`src/rtl/id_ex_stage.sv`:
```
// ID/EX pipeline register with MEM/WB operand forwarding and load-use bubble insertion.
// Presents forwarded ALU operands and gated control bits to the execute stage.
module id_ex_stage #(
  parameter int unsigned WIDTH = 32,
  parameter int unsigned RBITS = 5
) (
  input  logic             clk,
  input  logic             rst_n,
  input  logic             stall,
  input  logic             flush,
  input  logic             id_valid,
  input  logic [WIDTH-1:0] id_rd1,
  input  logic [WIDTH-1:0] id_rd2,
  input  logic [WIDTH-1:0] id_imm,
  input  logic [RBITS-1:0] id_rs,
  input  logic [RBITS-1:0] id_rt,
  input  logic [RBITS-1:0] id_dst,
  input  logic             id_alusrc,
  input  logic [2:0]       id_alucontrol,
  input  logic             id_regwrite,
  input  logic             id_memtoreg,
  input  logic             id_memwrite,
  input  logic             mem_regwrite,
  input  logic [RBITS-1:0] mem_dst,
  input  logic [WIDTH-1:0] mem_result,
  input  logic             wb_regwrite,
  input  logic [RBITS-1:0] wb_dst,
  input  logic [WIDTH-1:0] wb_result,
  output logic             load_use,
  output logic             ex_valid,
  output logic [WIDTH-1:0] alu_a,
  output logic [WIDTH-1:0] alu_b,
  output logic [2:0]       ex_alucontrol,
  output logic [WIDTH-1:0] ex_store_data,
  output logic [RBITS-1:0] ex_dst,
  output logic             ex_regwrite,
  output logic             ex_memtoreg,
  output logic             ex_memwrite
);

  typedef struct packed {
    logic             valid;
    logic [WIDTH-1:0] rd1;
    logic [WIDTH-1:0] rd2;
    logic [WIDTH-1:0] imm;
    logic [RBITS-1:0] rs;
    logic [RBITS-1:0] rt;
    logic [RBITS-1:0] dst;
    logic             alusrc;
    logic [2:0]       alucontrol;
    logic             regwrite;
    logic             memtoreg;
    logic             memwrite;
  } ex_t;

  ex_t              ex_q;
  ex_t              ex_d;
  logic [WIDTH-1:0] fwd_a;
  logic [WIDTH-1:0] fwd_b;

  // A load in EX whose destination is consumed by the instruction in ID
  assign load_use = ex_q.valid && ex_q.memtoreg && (ex_q.dst != '0) && id_valid &&
                    ((ex_q.dst == id_rs) ||
                     ((ex_q.dst == id_rt) && (!id_alusrc || id_memwrite)));

  // Update priority: flush, stall, load-use bubble, then load from ID
  always_comb begin
    ex_d = ex_q;
    if (flush) begin
      ex_d = '0;
    end else if (stall) begin
      ex_d = ex_q;
    end else if (load_use) begin
      ex_d = '0;
    end else begin
      ex_d.valid      = id_valid;
      ex_d.rd1        = id_rd1;
      ex_d.rd2        = id_rd2;
      ex_d.imm        = id_imm;
      ex_d.rs         = id_rs;
      ex_d.rt         = id_rt;
      ex_d.dst        = id_dst;
      ex_d.alusrc     = id_alusrc;
      ex_d.alucontrol = id_alucontrol;
      ex_d.regwrite   = id_regwrite;
      ex_d.memtoreg   = id_memtoreg;
      ex_d.memwrite   = id_memwrite;
    end
  end

  always_ff @(posedge clk or negedge rst_n) begin
    if (!rst_n) begin
      ex_q <= '0;
    end else begin
      ex_q <= ex_d;
    end
  end

  // MEM has priority over WB; register 0 is never forwarded
  always_comb begin
    fwd_a = ex_q.rd1;
    if (mem_regwrite && (mem_dst == ex_q.rs) && (ex_q.rs != '0)) begin
      fwd_a = mem_result;
    end else if (wb_regwrite && (wb_dst == ex_q.rs) && (ex_q.rs != '0)) begin
      fwd_a = wb_result;
    end
  end

  always_comb begin
    fwd_b = ex_q.rd2;
    if (mem_regwrite && (mem_dst == ex_q.rt) && (ex_q.rt != '0)) begin
      fwd_b = mem_result;
    end else if (wb_regwrite && (wb_dst == ex_q.rt) && (ex_q.rt != '0)) begin
      fwd_b = wb_result;
    end
  end

  assign alu_a         = fwd_a;
  assign alu_b         = ex_q.alusrc ? ex_q.imm : fwd_b;
  assign ex_store_data = fwd_b;
  assign ex_valid      = ex_q.valid;
  assign ex_alucontrol = ex_q.alucontrol;
  assign ex_dst        = ex_q.dst;
  assign ex_regwrite   = ex_q.regwrite & ex_q.valid;
  assign ex_memtoreg   = ex_q.memtoreg & ex_q.valid;
  assign ex_memwrite   = ex_q.memwrite & ex_q.valid;

endmodule

```
`config.mk`:
```
export PLATFORM = sky130hd
export DESIGN_NAME = id_ex_stage
export DESIGN_NICKNAME = d
export VERILOG_FILES = /design/src/rtl/id_ex_stage.sv
export SDC_FILE = /design/constraint.sdc
export NUM_CORES = 1
export LEC_CHECK = 0
export BUFFER_PORTS_ARGS = -buffer_cell sky130_fd_sc_hd__buf_2
export CORE_MARGIN = 2
export CORE_UTILIZATION = 42
export DETAILED_ROUTE_END_ITERATION = 10
export GPL_TIMING_DRIVEN = 0
export PLACE_DENSITY = 0.7
export SETUP_SLACK_MARGIN = 0.1
export SYNTH_ARGS = -nofsm -noshare
export SYNTH_HDL_FRONTEND = slang
export SYNTH_SLANG_ARGS = --single-unit
```
`constraint.sdc`:
```
create_clock -name clk -period 4 [get_ports clk]
set_input_delay 0.6 -clock clk [delete_from_list [all_inputs] [get_ports clk]]
set_output_delay 0.6 -clock clk [all_outputs]
set_load 0.01 [all_outputs]
```
# == Yosys cells after proc, flatten, opt, wreduce, memory -nomap -nowiden ==
# Index checks and enable logic that the tools add are counted.
# op_classes
n_addsub,0
mul,0
div,0
order_cmp,0
eq_ne,7
shift,0
muxes,8
n_bitwise,3
reduce_logical,19
# op_table
cell,n
$mux 119,3
$mux 32,5
$eq 5x5->1,6
$reduce_bool 5->1,3
$logic_and 1x1->1,13
$and 1x1->1,3
$logic_or 1x1->1,2
$ne 2x1->1 const B,1
$logic_not 1->1,1
# word_totals
register_bits,119
latch_bits,0
ramBits,0
mem_bits_ro,0
inputBits,199
output_inout_bits,109
elab_cells,49
mem_count,0

# == Longest topological paths before layout ==
# depth
ltp_word,8
ltp_mapped,7
depth_no_buf,5

# == Worst setup path after synthesis ==
# Ideal clock, no wire load.
# synth_timing
path_kind,input to output
startpoint,input port wb_dst[1]
endpoint,output port alu_b[11]
arrival_time_ps,2065
required_time_ps,3400
path_slack_ps,1335
path_stages,6
n_path_buf,1
path_cell_list,xnor2_1 nand2_1 or3_1 buf_2 a221oi_1 o31ai_1
# synth_between
elab_chain_len,6
# synth_lines
element,line,rtl
"start, declared",27,"input logic [RBITS-1:0] wb_dst,"
$eq 5x5->1,113,end else if (wb_regwrite && (wb_dst == ex_q.rt) && (ex_q.rt != '0)) begin
$logic_and 1x1->1 (2 in series),113,
$mux 32,113,
$mux 32,111,if (mem_regwrite && (mem_dst == ex_q.rt) && (ex_q.rt != '0)) begin
$mux 32,119,assign alu_b = ex_q.alusrc ? ex_q.imm : fwd_b;
"end, declared",32,"output logic [WIDTH-1:0] alu_b,"
# Every way passes these cells.

# == Worst setup path after layout ==
# layout_timing
startpoint,register ex_q[13] in the netlist's numbering
endpoint,output port alu_b[24]
# layout_between
elab_chain_len,6
word_cells_on_any_way,10
cone_classes,eq/ne: 2; mux: 3; reduce/logical: 5
# layout_lines
element,line,rtl
"start, declared",56,ex_t ex_q;
"start signal, assigned",93,ex_q <= '0;
"start signal, assigned",95,ex_q <= ex_d;
$eq 5x5->1,113,
$logic_and 1x1->1 (2 in series),113,
$mux 32,113,
$mux 32 (*),111,
$mux 32 (*),119,
# Every way passes the cells marked *; elsewhere a longest branch is shown, timed or not.

==> results.yml <==
clocking:
  h-tree-depth: 4
  ctsHoldBuffers: 0
  cts_buffer_depth: 2
  cts_setup_buffers: 0
  clock-sinks: 119
  cts_tree: "done"
  cts_resized: 0
  insertion_delay_ns: 0.44
  root_buffer: "clkbuf_16"
  numCtsBuffers: 17
  path_clk_slew_ns: 0.06
die:
  core_area_um2: 18800
  die_w_um: 143
  start_util: 0.431
  io_pins: 308
  dieArea_um2: 20500
  std_cell_rows: 50
  floorplan.die.height_um: 143
global_routing:
  grt_pass1_vias: 8560
  grt_usage: 0.320
  grt_pass1_wl_um: 48900
  grt_max_degree: 91
  overflow: 0
  antenna_found_initial: 5
yosys:
  yosysTopAreaCellShare: 0.367
  yosys-top-cells-area: "dfrtp_1 37%, o41ai_1 13%, nand3b_1 11%"
  synth_cell_types: 35
  synthFlopType: "dfrtp_1"
  synth_edf_count: 0
  ys_seq_area_frac: 0.367
  synth_top_cell_by_area: "dfrtp_1"
  ys_top_cells_by_count: "119 x dfrtp_1, 119 x inv_1, 119 x o41ai_1"
  async_flop_share: 1.00
  syn_nets: 1136
  netlist_instances: 937
  yosysWarnings: 0
  synth_area_per_cell_um2: 8.67
  synth_seq_cells: 119
  syn_area_um2: 8120
setup_path:
  crit_fanout: 10
  rrSetupSlack_ns: 1.09
  reg2reg_depth: 7
  crit_type: "flop to output pin"
  r2r_start: "ex_dst[0]"
  reg2reg_to: "ex_q[24]"
  end_kind: "output pin"
  required_ns: 3.40
  start_kind: "flop"
  crit_arrival_ns: 3.06
job:
  cap_violations: 0
sta:
  fin_crit_sh: 0.914
  worst_pin_slew_ns: 0.939
  fin_skew_ns: 0.0120
  rsz0062_at_grt: "false"
  finalWorstSetupSlack_ns: 0.345
  relSlewSlack: 0.369
  setup_viol: 0
  slew_violations: 0
  hold_violations: 0
  period_needed_ns: 3.66
  tns_ns: 0
  timing.fmax_mhz: 274
  hold_ws_ns: 0.0303
drt:
  wire_per_inst_um: 21.7
  first_pass_iters: 5
  antenna_left: 0
  drc: 0
  vias: 8927
  vias_per_cell: 5.80
  wirelength_um: 33400
  drt_iter0_drc: 864
place:
  port_buffers: 305
  dp_cells: 1503
  dp_worst_setup_slack_ns: 0.565
  gp_congestion: 1.02
  dpl-instance-area_um2: 10000
  hpwl_um: 26300
final_layout:
  final_cells: 1540
  multi_input_area_um2: 4220
  syn2layout_area_growth_pct: 30.9
  fin_util: 0.565
  fill_cells: 1845
  design_area_um2: 10600
  layout-drive-gt1-share: 0.300
  regArea_um2: 2980
  nets: 1461
pwr:
  powerDensity_nw_per_um2: 348
  leakage_nw: 5.14
  power.total_mw: 3.70
  ir_worst_vdd_uv: 297
hold_path:
  hp-class: "input pin to asynchronous set/reset pin"
run_status:
  status: "finished clean"
## layout by cell type (no fill, tap or decap), drive strengths merged, types with 3 or more instances in the layout
cell,instances
o41ai,119
or4,3
bufinv,3
and2,3
xor2,10
nand3,22
buf,326
a31oi,21
nor3,22
o31ai,32
and3,32
nand2,48
o21ai,32
clkinv,5
dfrtp,119
nand4,4
mux2i,32
nor2,27
nand3b,115
diode,5
a221oi,12
clkbuf,113
inv,123
mux2,21
xnor2,18
## cell type report
class,instances,share of cell area
Multi-Input combinational cell,585,0.397
Sequential cell,119,0.280
Timing Repair Buffer,306,0.147
Buffer,114,0.0450
Inverter,119,0.0420
Clock buffer,19,0.0417
Tap cell,260,0.0306
Clock inverter,13,0.0159
Antenna cell,5,0.00118
## registers in the layout, summed over array words and instances, names as in the netlist
signal	cells
ex_q	110
ex_dst	5
ex_valid	1
ex_alucontrol	3
## routing by layer
layer | vias to the layer above | wire (µm) | GRT usage
li1 | 4101 | - | -
met4 | 0 | 1330 | 0.146
met2 | 514 | 15200 | 0.501
met1 | 4228 | 13700 | 0.426
met5 | - | 0 | 0
met3 | 84 | 3140 | 0.0667
## worst max-delay path, cell delays in order (launching register included)
cell and delay, ns:
dfrtp_1 0.45, xnor2_1 0.46, nand2_1 0.22, or3_1 0.43, buf_2 0.21, a221oi_1 0.47, o31ai_1 0.18, buf_2 0.20
## worst max path at each step
stage | cells past startpoint | end | start | slack, ns
detailed placement | 8 | alu_b[24] | wb_dst[1] | 0.56
floorplan | 6 | alu_b[11] | wb_dst[1] | 1.34
finish | 7 | alu_b[24] | ex_q[13] | 0.34
global placement | 8 | alu_b[24] | wb_dst[1] | 0.59
CTS | 7 | alu_b[24] | ex_q[13] | 0.37
global route | 7 | alu_b[24] | ex_q[13] | 0.20
## report_power, final
part | total (mW) | internal [mW] | switching [mW] | leakage [nW]
Clock | 1.62 | 1.00 | 0.612 | 0.299
Sequential | 1.33 | 1.27 | 0.0577 | 1.58
Combinational | 0.752 | 0.303 | 0.449 | 3.26
Total | 3.70 | 2.58 | 1.12 | 5.14
## cells by family (layout without fill, tap and decap cells)
family	after synthesis	after routing	share of synthesized area
xor+xnor	28	28	0.0302
simple gates	283	283	0.209
mux	53	53	0.0686
flops	119	119	0.367
compound gates	221	221	0.212
other cells	0	5	0
buf+inv	233	571	0.114
Note: power is estimated with default switching activity, not from simulation.
